File: src/rtl/noc_routing_pkg.sv
// Purpose: shared NoC routing types: output-port encoding and the XY route function.
// Latency: n/a (types and a pure combinational helper only).
// Backpressure: n/a.
// Contents: port_e (router output-port encoding), COORD_WIDTH default, xy_route().
package noc_routing_pkg;

  // Default width of one mesh coordinate. xy_route operates on this width.
  localparam int COORD_WIDTH = 4;

  typedef enum logic [2:0] {
    LOCAL = 3'd0,
    NORTH = 3'd1,
    SOUTH = 3'd2,
    EAST  = 3'd3,
    WEST  = 3'd4
  } port_e;

  // Dimension-ordered routing: the X offset is resolved completely before Y
  // is considered. This keeps the mesh deadlock-free. Coordinates are
  // unsigned, and Y grows toward SOUTH.
  function automatic port_e xy_route(
    input logic [COORD_WIDTH-1:0] dx,
    input logic [COORD_WIDTH-1:0] dy,
    input logic [COORD_WIDTH-1:0] rx,
    input logic [COORD_WIDTH-1:0] ry
  );
    port_e p;
    if (dx > rx)      p = EAST;
    else if (dx < rx) p = WEST;
    else if (dy > ry) p = SOUTH;
    else if (dy < ry) p = NORTH;
    else              p = LOCAL;
    return p;
  endfunction

endpackage

File: src/rtl/axis_if.sv
// Purpose: AXI-Stream bundle used between NoC router stages.
// Latency: n/a (wires only).
// Backpressure: standard TVALID/TREADY handshake, with TREADY driven by the sink.
// Ports: TVALID, TREADY, TDATA and TLAST are always present.
//        TSTRB, TKEEP, TID, TDEST and TUSER are present only under their *_PRESENT defines.
//        Modport m is the source side and modport s is the sink side.
interface axis_if #(
  parameter int DATA_WIDTH = 40
`ifdef TID_PRESENT
  , parameter int ID_WIDTH = 4
`endif
`ifdef TDEST_PRESENT
  , parameter int DEST_WIDTH = 4
`endif
`ifdef TUSER_PRESENT
  , parameter int USER_WIDTH = 4
`endif
);
  logic                  TVALID;
  logic                  TREADY;
  logic [DATA_WIDTH-1:0] TDATA;
  logic                  TLAST;
`ifdef TSTRB_PRESENT
  logic [DATA_WIDTH/8-1:0] TSTRB;
`endif
`ifdef TKEEP_PRESENT
  logic [DATA_WIDTH/8-1:0] TKEEP;
`endif
`ifdef TID_PRESENT
  logic [ID_WIDTH-1:0]     TID;
`endif
`ifdef TDEST_PRESENT
  logic [DEST_WIDTH-1:0]   TDEST;
`endif
`ifdef TUSER_PRESENT
  logic [USER_WIDTH-1:0]   TUSER;
`endif

  modport m (
    output TVALID, output TDATA, output TLAST
`ifdef TSTRB_PRESENT
    , output TSTRB
`endif
`ifdef TKEEP_PRESENT
    , output TKEEP
`endif
`ifdef TID_PRESENT
    , output TID
`endif
`ifdef TDEST_PRESENT
    , output TDEST
`endif
`ifdef TUSER_PRESENT
    , output TUSER
`endif
    , input TREADY
  );

  modport s (
    input TVALID, input TDATA, input TLAST
`ifdef TSTRB_PRESENT
    , input TSTRB
`endif
`ifdef TKEEP_PRESENT
    , input TKEEP
`endif
`ifdef TID_PRESENT
    , input TID
`endif
`ifdef TDEST_PRESENT
    , input TDEST
`endif
`ifdef TUSER_PRESENT
    , input TUSER
`endif
    , output TREADY
  );

endinterface

File: src/rtl/axis_reg_slice.sv
// Purpose: generic two-entry AXI-Stream skid buffer (output register + skid register).
// Latency: 1 cycle from input handshake to out.TVALID when empty; 1 beat/cycle sustained.
// Backpressure: in.TREADY is a registered !skid_full; it drops the cycle after the skid fills.
// Ports: ACLK, ARESETn (async, active-low); in (sink side), out (source side);
//        load_vld/load_dat/load_last: strobe and content of the beat entering the output register.
module axis_reg_slice #(
  parameter int DATA_WIDTH = 40
`ifdef TID_PRESENT
  , parameter int ID_WIDTH = 4
`endif
`ifdef TDEST_PRESENT
  , parameter int DEST_WIDTH = 4
`endif
`ifdef TUSER_PRESENT
  , parameter int USER_WIDTH = 4
`endif
) (
  input  logic                  ACLK,
  input  logic                  ARESETn,
  axis_if.s                     in,
  axis_if.m                     out,
  output logic                  load_vld,
  output logic [DATA_WIDTH-1:0] load_dat,
  output logic                  load_last
);

  typedef struct packed {
    logic [DATA_WIDTH-1:0]   data;
`ifdef TSTRB_PRESENT
    logic [DATA_WIDTH/8-1:0] strb;
`endif
`ifdef TKEEP_PRESENT
    logic [DATA_WIDTH/8-1:0] keep;
`endif
`ifdef TID_PRESENT
    logic [ID_WIDTH-1:0]     id;
`endif
`ifdef TDEST_PRESENT
    logic [DEST_WIDTH-1:0]   dest;
`endif
`ifdef TUSER_PRESENT
    logic [USER_WIDTH-1:0]   user;
`endif
    logic                    last;
  } beat_t;

  beat_t in_beat, load_beat, out_q, skid_q;
  logic  out_vld_q, skid_full_q, in_rdy_q;
  logic  accept, consume, out_free, skid_load, skid_full_d;

  always_comb begin
    in_beat      = '0;
    in_beat.data = in.TDATA;
`ifdef TSTRB_PRESENT
    in_beat.strb = in.TSTRB;
`endif
`ifdef TKEEP_PRESENT
    in_beat.keep = in.TKEEP;
`endif
`ifdef TID_PRESENT
    in_beat.id   = in.TID;
`endif
`ifdef TDEST_PRESENT
    in_beat.dest = in.TDEST;
`endif
`ifdef TUSER_PRESENT
    in_beat.user = in.TUSER;
`endif
    in_beat.last = in.TLAST;
  end

  assign accept   = in.TVALID && in_rdy_q;
  assign consume  = out_vld_q && out.TREADY;
  assign out_free = !out_vld_q || consume;

  // The skid entry is older than anything arriving now, so it always wins
  // the output register. This preserves beat order.
  assign load_vld  = out_free && (skid_full_q || accept);
  assign load_beat = skid_full_q ? skid_q : in_beat;
  assign load_dat  = load_beat.data;
  assign load_last = load_beat.last;

  // An accepted beat parks in the skid when the output register cannot take
  // it, or when the output register is taking the previous skid entry.
  assign skid_load = accept && (!out_free || skid_full_q);

  always_comb begin
    skid_full_d = skid_full_q;
    if (skid_load)                    skid_full_d = 1'b1;
    else if (skid_full_q && out_free) skid_full_d = 1'b0;
  end

  always_ff @(posedge ACLK or negedge ARESETn) begin
    if (!ARESETn) begin
      out_vld_q   <= 1'b0;
      out_q       <= '0;
      skid_q      <= '0;
      skid_full_q <= 1'b0;
      in_rdy_q    <= 1'b0;
    end else begin
      if (load_vld) begin
        out_vld_q <= 1'b1;
        out_q     <= load_beat;
      end else if (consume) begin
        out_vld_q <= 1'b0;
      end
      if (skid_load) skid_q <= in_beat;
      skid_full_q <= skid_full_d;
      // Registered from the next-state value. TREADY is then low in exactly
      // the cycles where the skid holds a beat, so the skid never overflows.
      in_rdy_q    <= !skid_full_d;
    end
  end

  assign in.TREADY  = in_rdy_q;
  assign out.TVALID = out_vld_q;
  assign out.TDATA  = out_q.data;
  assign out.TLAST  = out_q.last;
`ifdef TSTRB_PRESENT
  assign out.TSTRB  = out_q.strb;
`endif
`ifdef TKEEP_PRESENT
  assign out.TKEEP  = out_q.keep;
`endif
`ifdef TID_PRESENT
  assign out.TID    = out_q.id;
`endif
`ifdef TDEST_PRESENT
  assign out.TDEST  = out_q.dest;
`endif
`ifdef TUSER_PRESENT
  assign out.TUSER  = out_q.user;
`endif

endmodule

File: src/rtl/axis_route_stage.sv
// Purpose: registered XY routing stage ahead of the router output demux; latches ctrl per packet.
// Latency: 1 cycle from input handshake to out.TVALID when empty; 1 beat/cycle sustained.
// Backpressure: two-entry skid; in.TREADY is registered and drops the cycle after the skid fills.
// Ports: ACLK, ARESETn (async, active-low); in: upstream stream; out: stream to the demux;
//        ctrl: output-port select for the beat on out; en: qualifier equal to out.TVALID.
module axis_route_stage #(
  parameter int CHANNEL_NUMBER       = 5,
  parameter int CHANNEL_NUMBER_WIDTH = $clog2(CHANNEL_NUMBER),
  parameter int AXIS_DATA_WIDTH      = 40,
  parameter int COORD_WIDTH          = noc_routing_pkg::COORD_WIDTH,
  parameter logic [COORD_WIDTH-1:0] ROUTER_X = '0,
  parameter logic [COORD_WIDTH-1:0] ROUTER_Y = '0
`ifdef TID_PRESENT
  , parameter int ID_WIDTH = 4
`endif
`ifdef TDEST_PRESENT
  , parameter int DEST_WIDTH = 4
`endif
`ifdef TUSER_PRESENT
  , parameter int USER_WIDTH = 4
`endif
) (
  input  logic                            ACLK,
  input  logic                            ARESETn,
  axis_if.s                               in,
  axis_if.m                               out,
  output logic [CHANNEL_NUMBER_WIDTH-1:0] ctrl,
  output logic                            en
);

  import noc_routing_pkg::*;

  logic                       load_vld;
  logic [AXIS_DATA_WIDTH-1:0] load_dat;
  logic                       load_last;
  logic [COORD_WIDTH-1:0]     dst_x, dst_y;
  port_e                      route;
  logic                       hdr_next;
  logic [CHANNEL_NUMBER_WIDTH-1:0] ctrl_q;
  logic                       unused_payload;

  axis_reg_slice #(
    .DATA_WIDTH (AXIS_DATA_WIDTH)
`ifdef TID_PRESENT
    , .ID_WIDTH (ID_WIDTH)
`endif
`ifdef TDEST_PRESENT
    , .DEST_WIDTH (DEST_WIDTH)
`endif
`ifdef TUSER_PRESENT
    , .USER_WIDTH (USER_WIDTH)
`endif
  ) u_slice (
    .ACLK      (ACLK),
    .ARESETn   (ARESETn),
    .in        (in),
    .out       (out),
    .load_vld  (load_vld),
    .load_dat  (load_dat),
    .load_last (load_last)
  );

  // Only the destination field of a header is interpreted. The rest of the
  // beat is payload.
  assign dst_x          = load_dat[COORD_WIDTH-1:0];
  assign dst_y          = load_dat[2*COORD_WIDTH-1:COORD_WIDTH];
  assign unused_payload = ^load_dat[AXIS_DATA_WIDTH-1:2*COORD_WIDTH];
  assign route          = xy_route(dst_x, dst_y, ROUTER_X, ROUTER_Y);

  // The route is taken from the beat that enters the output register, not
  // from the beat on the input. ctrl therefore moves together with the
  // header in the same cycle, including when a tail leaves and the next
  // header arrives at once.
  always_ff @(posedge ACLK or negedge ARESETn) begin
    if (!ARESETn) begin
      hdr_next <= 1'b1;
      ctrl_q   <= '0;
    end else if (load_vld) begin
      if (hdr_next) ctrl_q <= CHANNEL_NUMBER_WIDTH'(route);
      hdr_next <= load_last;
    end
  end

  assign ctrl = ctrl_q;
  assign en   = out.TVALID;

endmodule
File: src/flat_wrapper.sv
// flat-port wrapper written by rule: the top's interface ports become plain ports
module axis_route_stage_flat import noc_routing_pkg::*;
#(
  parameter int CHANNEL_NUMBER       = 5,
  parameter int CHANNEL_NUMBER_WIDTH = $clog2(CHANNEL_NUMBER),
  parameter int AXIS_DATA_WIDTH      = 40,
  parameter int COORD_WIDTH          = noc_routing_pkg::COORD_WIDTH,
  parameter logic [COORD_WIDTH-1:0] ROUTER_X = '0,
  parameter logic [COORD_WIDTH-1:0] ROUTER_Y = '0



)
  (ACLK, ARESETn, ctrl, en, in_TVALID, in_TDATA, in_TLAST, in_TREADY, out_TVALID, out_TDATA, out_TLAST, out_TREADY);
  axis_if in_i ();
  axis_if out_i ();
  input  logic ACLK;
  input  logic ARESETn;
  output logic [CHANNEL_NUMBER_WIDTH-1:0] ctrl;
  output logic en;
  input wire logic [$bits(in_i.TVALID)-1:0] in_TVALID;
  input wire logic [$bits(in_i.TDATA)-1:0] in_TDATA;
  input wire logic [$bits(in_i.TLAST)-1:0] in_TLAST;
  output wire logic [$bits(in_i.TREADY)-1:0] in_TREADY;
  output wire logic [$bits(out_i.TVALID)-1:0] out_TVALID;
  output wire logic [$bits(out_i.TDATA)-1:0] out_TDATA;
  output wire logic [$bits(out_i.TLAST)-1:0] out_TLAST;
  input wire logic [$bits(out_i.TREADY)-1:0] out_TREADY;
  assign in_i.TVALID = in_TVALID;
  assign in_i.TDATA = in_TDATA;
  assign in_i.TLAST = in_TLAST;
  assign in_TREADY = in_i.TREADY;
  assign out_TVALID = out_i.TVALID;
  assign out_TDATA = out_i.TDATA;
  assign out_TLAST = out_i.TLAST;
  assign out_i.TREADY = out_TREADY;
  axis_route_stage #(.CHANNEL_NUMBER(CHANNEL_NUMBER), .CHANNEL_NUMBER_WIDTH(CHANNEL_NUMBER_WIDTH), .AXIS_DATA_WIDTH(AXIS_DATA_WIDTH), .COORD_WIDTH(COORD_WIDTH), .ROUTER_X(ROUTER_X), .ROUTER_Y(ROUTER_Y)) u_core (.ACLK(ACLK), .ARESETn(ARESETn), .in(in_i), .out(out_i), .ctrl(ctrl), .en(en));
endmodule
File: config.mk
export PLATFORM = sky130hd
export DESIGN_NAME = axis_route_stage_flat
export DESIGN_NICKNAME = d
export VERILOG_FILES = /design/src/rtl/noc_routing_pkg.sv /design/src/rtl/axis_if.sv /design/src/rtl/axis_reg_slice.sv /design/src/rtl/axis_route_stage.sv /design/src/flat_wrapper.sv
export SDC_FILE = /design/constraint.sdc
export NUM_CORES = 1
export LEC_CHECK = 0
export CAP_MARGIN = 20
export CORE_MARGIN = 5
export CORE_UTILIZATION = 46
export CTS_CLUSTER_DIAMETER = 100
export DETAILED_ROUTE_END_ITERATION = 7
export PLACE_DENSITY = 0.77
export SLEW_MARGIN = 15
export SYNTH_ARGS = -nofsm -noshare
export SYNTH_HDL_FRONTEND = slang
export SYNTH_SLANG_ARGS = --single-unit
File: constraint.sdc
create_clock -name ACLK -period 1.4 [get_ports ACLK]
set_input_delay 0.14 -clock ACLK [delete_from_list [all_inputs] [get_ports ACLK]]
set_output_delay 0.14 -clock ACLK [all_outputs]
set_load 0.005 [all_outputs]
==> impl_metrics.csv, run 1 <==
group,metric,value,unit
routing,drt-total-wl,10.2,mm
synthesis,synth_cell_types,29,
routing,drtIter0Drc,70,
power,p_leak,2.67,nW
critical_path,path_cells,"nor2b_4 -> o211ai_4 -> buf_12 -> clkbuf_16 -> mux2_4",
routing,drt-met1-wl,4.60,mm
clock_tree,h-tree-depth,3,
die,ios,92,
clock_tree,cts_tree,"yes",
synthesis,synth_area_leader_cell,"dfrtp_1",
cells_and_area,fin_nets,494,
timing,setup_ws,-0.0907,ns
timing,slew_violations,0,
timing,finalHoldViolCount,0,
min_path,min_path_type,"primary input to asynchronous set/reset pin",
place,io_buffers,90,
routing,met2_length,4.92,mm
routing,first_pass_iters,4,
clock_tree,root_buffer,"clkbuf_8",
clock_tree,clk_pin_slew_worst_paths,0.11,ns
critical_path,slowest_delay,0.40,ns
critical_path,end_kind,"flop",
critical_path,worstSetupStartpointType,"flop",
timing,period_share,106,%
critical_path,critical_path_required,1.65,ns
cells_and_area,final_area,6080,um^2
place,place_area,5280,um^2
routing,vias_per_cell,5.22,
global_route,antenna_found_initial,0,
global_route,gr-usage-all-layers,16.8,%
power,power_density,2330,nW/um^2
status,violations,"setup timing",
power,combPwrFrac,55.0,%
die,die-area,11100,um^2
timing,max_freq,671,MHz
power,p_sw_share,36.0,%
die,die-width,105,um
global_route,grt_max_degree,33,
timing,rsz0062_at_grt,"yes",
routing,highest_layer,"met4",
routing,drc_errors,0,
critical_path,crit_type,"flop to flop",
clock_tree,cts.sinks,88,
place,finalWeightedCongestion,0.755,
routing,wl_met3,468,um
critical_path,reg2reg_depth,5,
power,pwr-share-seq,32.8,%
synthesis,post_synth.cell_area_avg,13.9,um^2
critical_path,worstPathMaxFanout,8,
cells_and_area,final_cell_mix,"85 x dfrtp_1, 80 x a21oi_2, 56 x clkdlybuf4s50_1, 53 x buf_4, 42 x mux2i_1",
critical_path,cp_slowest_cell,"dfrtp_1",
routing,wl_per_cell,18.1,um
status,status,"complete, but fails checks",
power,p_switching,5.10,mW
synthesis,synth_top_cell_area_share,52.2,%
die,die_h,105,um
critical_path,cp.arrival,1.74,ns
global_route,grt_overflow,0,
die,core,8760,um^2
global_route,grt_pass1_wl,15.2,mm
routing,via_count,2933,
power,intPower,9.07,mW
cells_and_area,syn_to_final_growth,45.7,%
synthesis,ys_seq_elements,88,
power,ir_drop,1.12,mV
routing,postRouteAntennaNets,0,
die,rows,34,
synthesis,syn_nets,346,
synthesis,synth_seq_area_share,52.8,%
cells_and_area,mostFrequentLayoutCell,"dfrtp_1",
die,initial_utilization,47.6,%
clock_tree,clock_latency,0.37,ns
power,power,14.2,mW
synthesis,netlist_area,4170,um^2
place,hpwl,6.44,mm
global_route,grt_pass1_vias,2996,
clock_tree,clockBufferDepth,2,
job,maxCapViolCount,0,
timing,finalCriticalPeriod,1.49,ns
synthesis,yosysWarnings,0,
synthesis,synthCells,301,
timing,fin_skew,0.0150,ns
synthesis,ys_top_cells_by_area,"dfrtp_1 52%, a21oi_2 17%, mux2_2 11%, mux2i_1 10%, buf_6 2.4%",
timing,setup_viol,43,
timing,hold_slack,0.244,ns
clock_tree,cts_inserted_buffers,9,
power,pwr-share-clk,12.2,%
cells_and_area,n_antenna_cell,0,
cells_and_area,drive_gt1_share,48.7,%
metrics by stage:
stage / instances / worst slack [ns] / utilization, % / TNS [ns]
global route: 562 / -0.128 / 69.4 / -4.63
detailed placement: 501 / -0.293 / 60.3 / -18.12
floorplan: 301 / -0.0376 / - / -1.38
CTS: 545 / -0.0692 / 64.8 / -2.08
global placement: 501 / -0.260 / 60.3 / -17.10
finish: 562 / -0.0907 / 69.4 / -2.90
cell usage after synthesis:
library cell and n:
a21oi_2 81, dfstp_2 1, buf_6 9, dfrtp_1 87, nand3_1 2, nand2b_1 1, clkbuf_4 3, buf_2 9
nor4_1 1, nand2_1 3, a41oi_1 1, nor3_1 1, o211ai_4 1, o22ai_2 1, a22o_1 1, nor2_1 1
a31oi_1 1, mux2i_1 42, and2_1 1, conb_1 1, nor2_4 1, nor2b_4 1, or4_1 1, inv_1 1
a21o_1 1, buf_4 4, or4b_1 1, mux2_2 41, o21a_1 2
power by group through the flow:
stage,Combinational (mW),Clock (mW),Sequential (mW)
finish,7.79,1.73,4.65
global route,8.31,1.89,4.79
CTS,6.85,1.76,4.60
floorplan,4.00,0,4.62
global placement,6.19,0,4.68
detailed placement,6.34,0,4.74
critical path: cells and delay by family, from the launching register on:
family | cells | cell delay (ns)
DFF | 1 | 0.40
muxes | 1 | 0.30
AOI/OAI and AO/OA | 1 | 0.20
buffers and inverters | 2 | 0.33
and+or+nand+nor | 1 | 0.14
layout make-up:
cell class	instances	area, um^2
Fill cell	629	2690
Sequential cell	88	2210
Multi-Input combinational cell	187	1900
Timing Repair Buffer	162	1640
Tap cell	108	135
Clock buffer	9	124
Clock inverter	7	66.3
Inverter	1	3.75
per-layer routing:
layer / GRT usage, % / vias up
met5: 0 / -
met4: 5.84 / 0
met3: 3.61 / 14
met2: 26.8 / 75
met1: 22.6 / 1468
li1: - / 1376
cells by family (layout without fill, tap and decap cells):
group	Yosys count	after routing	share of synthesized area, %
and+or+nand+nor	14	14	2.19
DFF	88	88	52.8
muxes	83	83	21.1
other	1	1	0.0899
AOI/OAI and AO/OA	89	89	18.9
buffers and inverters	26	179	4.86
registers in the layout (all words and copies together), names as in the netlist:
| register | count |
|---|---|
| u_core.hdr_next | 1 |
| u_core.u_slice.out.TLAST | 1 |
| u_core.u_slice.skid_full_q | 1 |
| u_core.u_slice.in.TREADY | 1 |
| u_core.ctrl | 2 |
| u_core.u_slice.out.TDATA | 40 |
| u_core.u_slice.out.TVALID | 1 |
| u_core.u_slice.skid_q | 41 |
path summary, 6_finish.rpt:
kind,start,end,slack [ns]
setup / recovery,u_core.u_slice.out.TVALID,u_core.u_slice.skid_q[13],-0.09
hold / removal,ARESETn,u_core.u_slice.skid_q[0],0.24
setup reg to reg,u_core.u_slice.out.TVALID,u_core.u_slice.skid_q[13],-0.09
hold reg to reg,u_core.u_slice.out.TDATA[11],u_core.u_slice.out.TDATA[11],0.52
max in group asynchronous,ARESETn,u_core.u_slice.skid_q[29],0.56
min in group ACLK,in_TDATA[22],u_core.u_slice.skid_q[23],0.41
repair_timing:
item / in CTS / in global routing
gates resized for setup: 22 / 53
buffers inserted: 27 / 13
cloned: 0 / 4
hold buffers: 1 / 0
setup endpoints to repair: 120 / 101
endpoints found under the hold margin: 25 / 0
pin swaps: 1 / 4
No activity file was read; power rests on OpenSTA's default activity.
==> inputs of run 2 (changes only) <==
--- a/config.mk
+++ b/config.mk
@@ -10,7 +10,7 @@
 export CORE_UTILIZATION = 46
 export CTS_CLUSTER_DIAMETER = 100
 export DETAILED_ROUTE_END_ITERATION = 7
-export PLACE_DENSITY = 0.77
+export PLACE_DENSITY_LB_ADDON = 0.2
 export SLEW_MARGIN = 15
 export SYNTH_ARGS = -nofsm -noshare
 export SYNTH_HDL_FRONTEND = slang
==> run 2 against run 1 <==
The flow still finishes with violations (setup timing). Sequential power about the same. Cell count decreased by 3.2%. Worst setup slack improved by 0.019 ns. First-iteration DRC count down 26%. Global-route usage decreased by 0.22 points. Via count decreased by 3.4%. Wire length is 3.3% lower. Clock skew shrank 0.0056 ns. Sequential share of layout area is 0.94 points higher. Register-to-register slack improved by 0.02 ns.
==> impl_metrics.csv, run 2 (same netlist as run 1, synthesis figures left out) <==
group,metric,value,unit
global_route,busiest_layer,"met2",
routing,via_count,2832,
timing,setup_ws,-0.0716,ns
status,status,"complete, but fails checks",
routing,drc_errors,0,
die,rows,34,
die,ios,92,
cells_and_area,largest_reg_flops,41,
routing,postRouteAntennaNets,0,
timing,setup_tns,-2.42,ns
critical_path,r2r_start,"u_core.u_slice.out.TVALID",
power,power_density,2340,nW/um^2
routing,wl_per_cell,18.0,um
critical_path,end_kind,"flop",
global_route,gr-usage-all-layers,16.6,%
clock_tree,cts_inserted_buffers,9,
critical_path,worstSetupStartpointType,"flop",
min_path,min_path_type,"primary input to asynchronous set/reset pin",
timing,slew_violations,0,
critical_path,rrSetupSlack,-0.07,ns
critical_path,crit_type,"flop to flop",
clock_tree,cts.sinks,88,
power,p_leak,2.50,nW
power,p_sw_share,34.8,%
critical_path,rr_endpoint,"u_core.u_slice.skid_q[7]",
timing,setup_viol,52,
cells_and_area,fillers,654,
power,pwr-share-clk,13.7,%
global_route,met3_usage,3.24,%
routing,vias_per_cell,5.21,
cells_and_area,final_cell_mix,"85 x dfrtp_1, 78 x a21oi_2, 62 x clkdlybuf4s50_1, 42 x mux2i_1, 40 x buf_4",
critical_path,reg2reg_depth,4,
clock_tree,clock_latency,0.35,ns
clock_tree,h-tree-depth,3,
die,core,8760,um^2
cells_and_area,syn_to_final_growth,42.0,%
global_route,grt_overflow,0,
cells_and_area,n_antenna_cell,0,
critical_path,worstPathMaxFanout,24,
critical_path,path_cells,"nor2b_4 -> o211ai_4 -> buf_12 -> mux2_2",
critical_path,crit_start,"u_core.u_slice.out.TVALID",
cells_and_area,drive_gt1_share,46.6,%
die,die-area,11100,um^2
cells_and_area,final-seq-area,2210,um^2
critical_path,slowest_delay,0.41,ns
critical_path,critical_path_required,1.63,ns
routing,drt-total-wl,9.82,mm
global_route,grt_pass1_wl,14.9,mm
die,initial_utilization,47.6,%
die,die_h,105,um
status,violations,"setup timing",
cells_and_area,multi_input_area,1870,um^2
timing,finalHoldViolCount,0,
clock_tree,clockBufferDepth,2,
global_route,grt_max_degree,34,
critical_path,cp_top_family,"flip-flops",
timing,hold_slack,0.275,ns
routing,first_pass_iters,4,
clock_tree,clk_pin_slew_worst_paths,0.09,ns
place,finalWeightedCongestion,0.767,
die,die-width,105,um
global_route,grt_pass1_vias,2975,
power,p_switching,4.84,mW
place,hpwl,6.22,mm
power,combPwrFrac,52.6,%
cells_and_area,fin_nets,476,
power,pwr-share-seq,33.7,%
global_route,met1_usage,23.6,%
timing,finalCriticalPeriod,1.47,ns
clock_tree,cts_tree,"yes",
job,maxCapViolCount,0,
global_route,antenna_found_initial,0,
timing,max_freq,680,MHz
power,power,13.9,mW
clock_tree,root_buffer,"clkbuf_8",
cells_and_area,largest-register,"u_core.u_slice.skid_q",
routing,drtIter0Drc,52,
timing,rsz0062_at_grt,"yes",
critical_path,cp_num_buf_inv,1,
critical_path,cp_slowest_cell,"dfrtp_1",
global_route,use_met2,25.2,%
critical_path,cp.arrival,1.70,ns
timing,fin_skew,0.00940,ns
power,ir_drop,1.20,mV
cells_and_area,mostFrequentLayoutCell,"dfrtp_1",
timing,period_share,105,%
place,io_buffers,90,
power,intPower,9.05,mW
run 2: worst max path at each step:
stage	end	slack, ns	cells past startpoint
floorplan	u_core.u_slice.skid_q[10]	-0.04	4
finish	u_core.u_slice.skid_q[7]	-0.07	4
global placement	u_core.u_slice.skid_q[17]	-0.22	5
CTS	u_core.u_slice.skid_q[7]	-0.08	4
global route	u_core.u_slice.skid_q[38]	-0.14	4
detailed placement	u_core.u_slice.skid_q[7]	-0.26	5
run 2: stage by stage:
step / setup WS (ns) / util (%) / cell area (um^2) / instances
2_1_floorplan: -0.0376 / - / 4180 / 301
3_3_place_gp: -0.220 / 60.6 / 5310 / 498
3_5_place_dp: -0.257 / 60.6 / 5310 / 498
4_1_cts: -0.0823 / 64.7 / 5670 / 527
5_1_grt: -0.135 / 67.6 / 5920 / 544
6_report: -0.0716 / 67.6 / 5920 / 544
run 2: power groups by stage:
| stage | registers [mW] | clock network (mW) | logic [mW] |
|---|---|---|---|
| after floorplan | 4.62 | 0 | 4.00 |
| after global placement | 4.70 | 0 | 6.24 |
| after detailed placement | 4.75 | 0 | 6.39 |
| after CTS | 4.68 | 1.96 | 6.73 |
| after global routing | 4.84 | 2.04 | 7.82 |
| final | 4.68 | 1.91 | 7.30 |
run 2: worst reg2reg max path, cell delays in order, from the launching register on:
cell and delay, ns:
dfrtp_1 0.41, nor2b_4 0.15, o211ai_4 0.22, buf_12 0.22
mux2_2 0.36
run 2: layout make-up:
type	count	area share (%)
well taps	108	2.28
multi-input cells	187	31.5
flip-flops and latches	88	37.2
clock buffers	13	2.51
clock inverters	3	1.10
inverters	1	0.0634
repair buffers	144	25.3
run 2: timing repair:
action | 4_1_cts | 5_1_grt
endpoints found under the setup margin | 99 | 98
setup buffers | 12 | 13
pin swaps | 3 | 1
hold buffers | 1 | 0
gates resized for setup | 21 | 26
endpoints found under the hold margin | 29 | 0
gates cloned | 0 | 4
run 2: routing by layer:
layer	up-vias	wire length, um
met3	12	416
met4	0	185
met1	1406	4560
li1	1343	-
met2	71	4650
met5	-	0
==> inputs of run 3 (changes only) <==
--- a/config.mk
+++ b/config.mk
@@ -11,6 +11,7 @@
 export CTS_CLUSTER_DIAMETER = 100
 export DETAILED_ROUTE_END_ITERATION = 7
 export PLACE_DENSITY_LB_ADDON = 0.2
+export SETUP_SLACK_MARGIN = 0.2
 export SLEW_MARGIN = 15
 export SYNTH_ARGS = -nofsm -noshare
 export SYNTH_HDL_FRONTEND = slang
==> run 3 against run 2 <==
The flow still finishes with violations (setup timing). Die area unchanged. Via count increased by 3.4%. Critical path depth unchanged. First-iteration DRC count increased by 12%. Cell count grew 2.8%. Register-to-register slack about the same. Sequential share of layout area rose by 0.27 points. Clock power down 10%. Largest cell class unchanged.
==> impl_metrics.csv, run 3 (same netlist as run 1, synthesis figures left out) <==
group,metric,value,unit
die,die-width,105,um
power,p_leak,2.48,nW
routing,via_count,2929,
global_route,antenna_found_initial,0,
routing,drtIter0Drc,58,
cells_and_area,fillers,707,
critical_path,reg2reg_depth,4,
routing,first_pass_iters,4,
timing,fin_skew,0.00952,ns
clock_tree,cts.sinks,88,
routing,drc_errors,0,
global_route,grt_pass1_vias,3193,
power,combPwrFrac,53.3,%
critical_path,crit_start,"u_core.u_slice.out.TVALID",
cells_and_area,mostFrequentLayoutCell,"dfrtp_1",
place,io_buffers,90,
routing,wl_per_cell,17.0,um
timing,period_share,105,%
timing,finalHoldViolCount,0,
global_route,grt_pass1_wl,15.8,mm
timing,rsz0062_at_grt,"yes",
power,power_density,2290,nW/um^2
min_path,min_path_type,"primary input to asynchronous set/reset pin",
timing,slew_violations,0,
timing,finalCriticalPeriod,1.47,ns
status,violations,"setup timing",
job,maxCapViolCount,0,
critical_path,rr_endpoint,"u_core.u_slice.skid_q[16]",
cells_and_area,final_cell_mix,"85 x dfrtp_1, 80 x a21oi_2, 52 x buf_4, 43 x clkdlybuf4s50_1, 42 x mux2i_1",
clock_tree,cts_tree,"yes",
cells_and_area,fin_nets,492,
clock_tree,clockBufferDepth,2,
critical_path,r2r_start,"u_core.u_slice.out.TVALID",
place,dpl.cell_count,505,
power,p_switching,4.74,mW
global_route,grt_max_degree,34,
clock_tree,cts_inserted_buffers,9,
power,ir_drop,1.38,mV
power,p_sw_share,35.2,%
cells_and_area,n_antenna_cell,0,
clock_tree,clk_pin_slew_worst_paths,0.08,ns
timing,setup_viol,49,
routing,vias_per_cell,5.24,
critical_path,end_kind,"flop",
critical_path,worstPathMaxFanout,22,
cells_and_area,instances_no_fill,559,
cells_and_area,final-seq-area,2210,um^2
critical_path,worstSetupStartpointType,"flop",
cells_and_area,syn_to_final_growth,41.0,%
routing,postRouteAntennaNets,0,
cells_and_area,multi_input_area,1850,um^2
clock_tree,h-tree-depth,3,
clock_tree,root_buffer,"clkbuf_8",
routing,drt-total-wl,9.48,mm
timing,setup_ws,-0.0700,ns
cells_and_area,largest-register,"u_core.u_slice.skid_q",
power,intPower,8.73,mW
die,initial_utilization,47.6,%
critical_path,critical_path_required,1.63,ns
power,pwr-share-clk,12.7,%
timing,max_freq,680,MHz
critical_path,crit_type,"flop to flop",
cells_and_area,largest_reg_flops,41,
die,die_h,105,um
place,finalWeightedCongestion,0.767,
die,ios,92,
cells_and_area,drive_gt1_share,48.8,%
status,status,"complete, but fails checks",
place,hpwl,6.30,mm
global_route,grt_overflow,0,
critical_path,cp.arrival,1.70,ns
power,pwr-share-seq,34.0,%
timing,hold_slack,0.278,ns
die,rows,34,
critical_path,rrSetupSlack,-0.07,ns
die,die-area,11100,um^2
clock_tree,clock_latency,0.34,ns
die,core,8760,um^2
global_route,gr-usage-all-layers,17.5,%
-- run 3: per-stage QoR --
step                utilization [%]  instance area [um^2]  total power, mW  worst slack [ns]  TNS, ns
finish                         67.1                  5880             13.5           -0.0700    -2.05
global route                   67.1                  5880             14.4           -0.0952    -4.39
CTS                            65.9                  5780             13.2           -0.0569    -1.69
detailed placement             60.5                  5300             11.1            -0.247   -15.48
global placement               60.5                  5300             10.9            -0.221   -13.88
floorplan                         -                  4180             8.61           -0.0376    -1.38
-- run 3: power by group through the flow --
| stage | logic, mW | registers, mW | clock network [mW] |
|---|---|---|---|
| final | 7.18 | 4.58 | 1.71 |
| after global routing | 7.79 | 4.74 | 1.86 |
| after CTS | 6.94 | 4.55 | 1.75 |
| after detailed placement | 6.33 | 4.72 | 0 |
| after global placement | 6.23 | 4.68 | 0 |
| after floorplan | 4.00 | 4.62 | 0 |
-- run 3: layout make-up --
cell class,count,area share [%]
Clock inverter,4,0.766
Multi-Input combinational cell,187,31.4
Sequential cell,88,37.5
Inverter,1,0.0638
Timing Repair Buffer,160,25.5
Tap cell,108,2.30
Clock buffer,11,2.40
-- run 3: layer usage --
layer	up-vias	routed length (um)	global-route usage, %
met1	1467	4490	24.4
met2	77	4420	26.9
li1	1373	-	-
met4	0	144	6.58
met3	12	426	3.85
met5	-	0	0
-- run 3: worst max-delay path by stage --
stage | end | slack [ns] | depth (start not counted)
finish | u_core.u_slice.skid_q[16] | -0.07 | 4
global route | u_core.u_slice.skid_q[37] | -0.1 | 4
CTS | u_core.u_slice.skid_q[20] | -0.06 | 4
detailed placement | u_core.u_slice.skid_q[21] | -0.25 | 5
global placement | u_core.u_slice.skid_q[26] | -0.22 | 5
floorplan | u_core.u_slice.skid_q[10] | -0.04 | 4
-- run 3: what timing repair did --
action                     CTS  global route
hold endpoints to repair    28             0
gates cloned                 0             1
pin swaps                    1             0
hold buffers                 1             0
setup endpoints to repair  131            95
setup buffers               33             4
gates resized for setup     78            13
-- run 3: critical path, cell delays in order (launching register included) --
cell and delay (ns):
dfrtp_1 0.41, nor2b_4 0.15, o211ai_4 0.22, buf_12 0.22
mux2_2 0.35
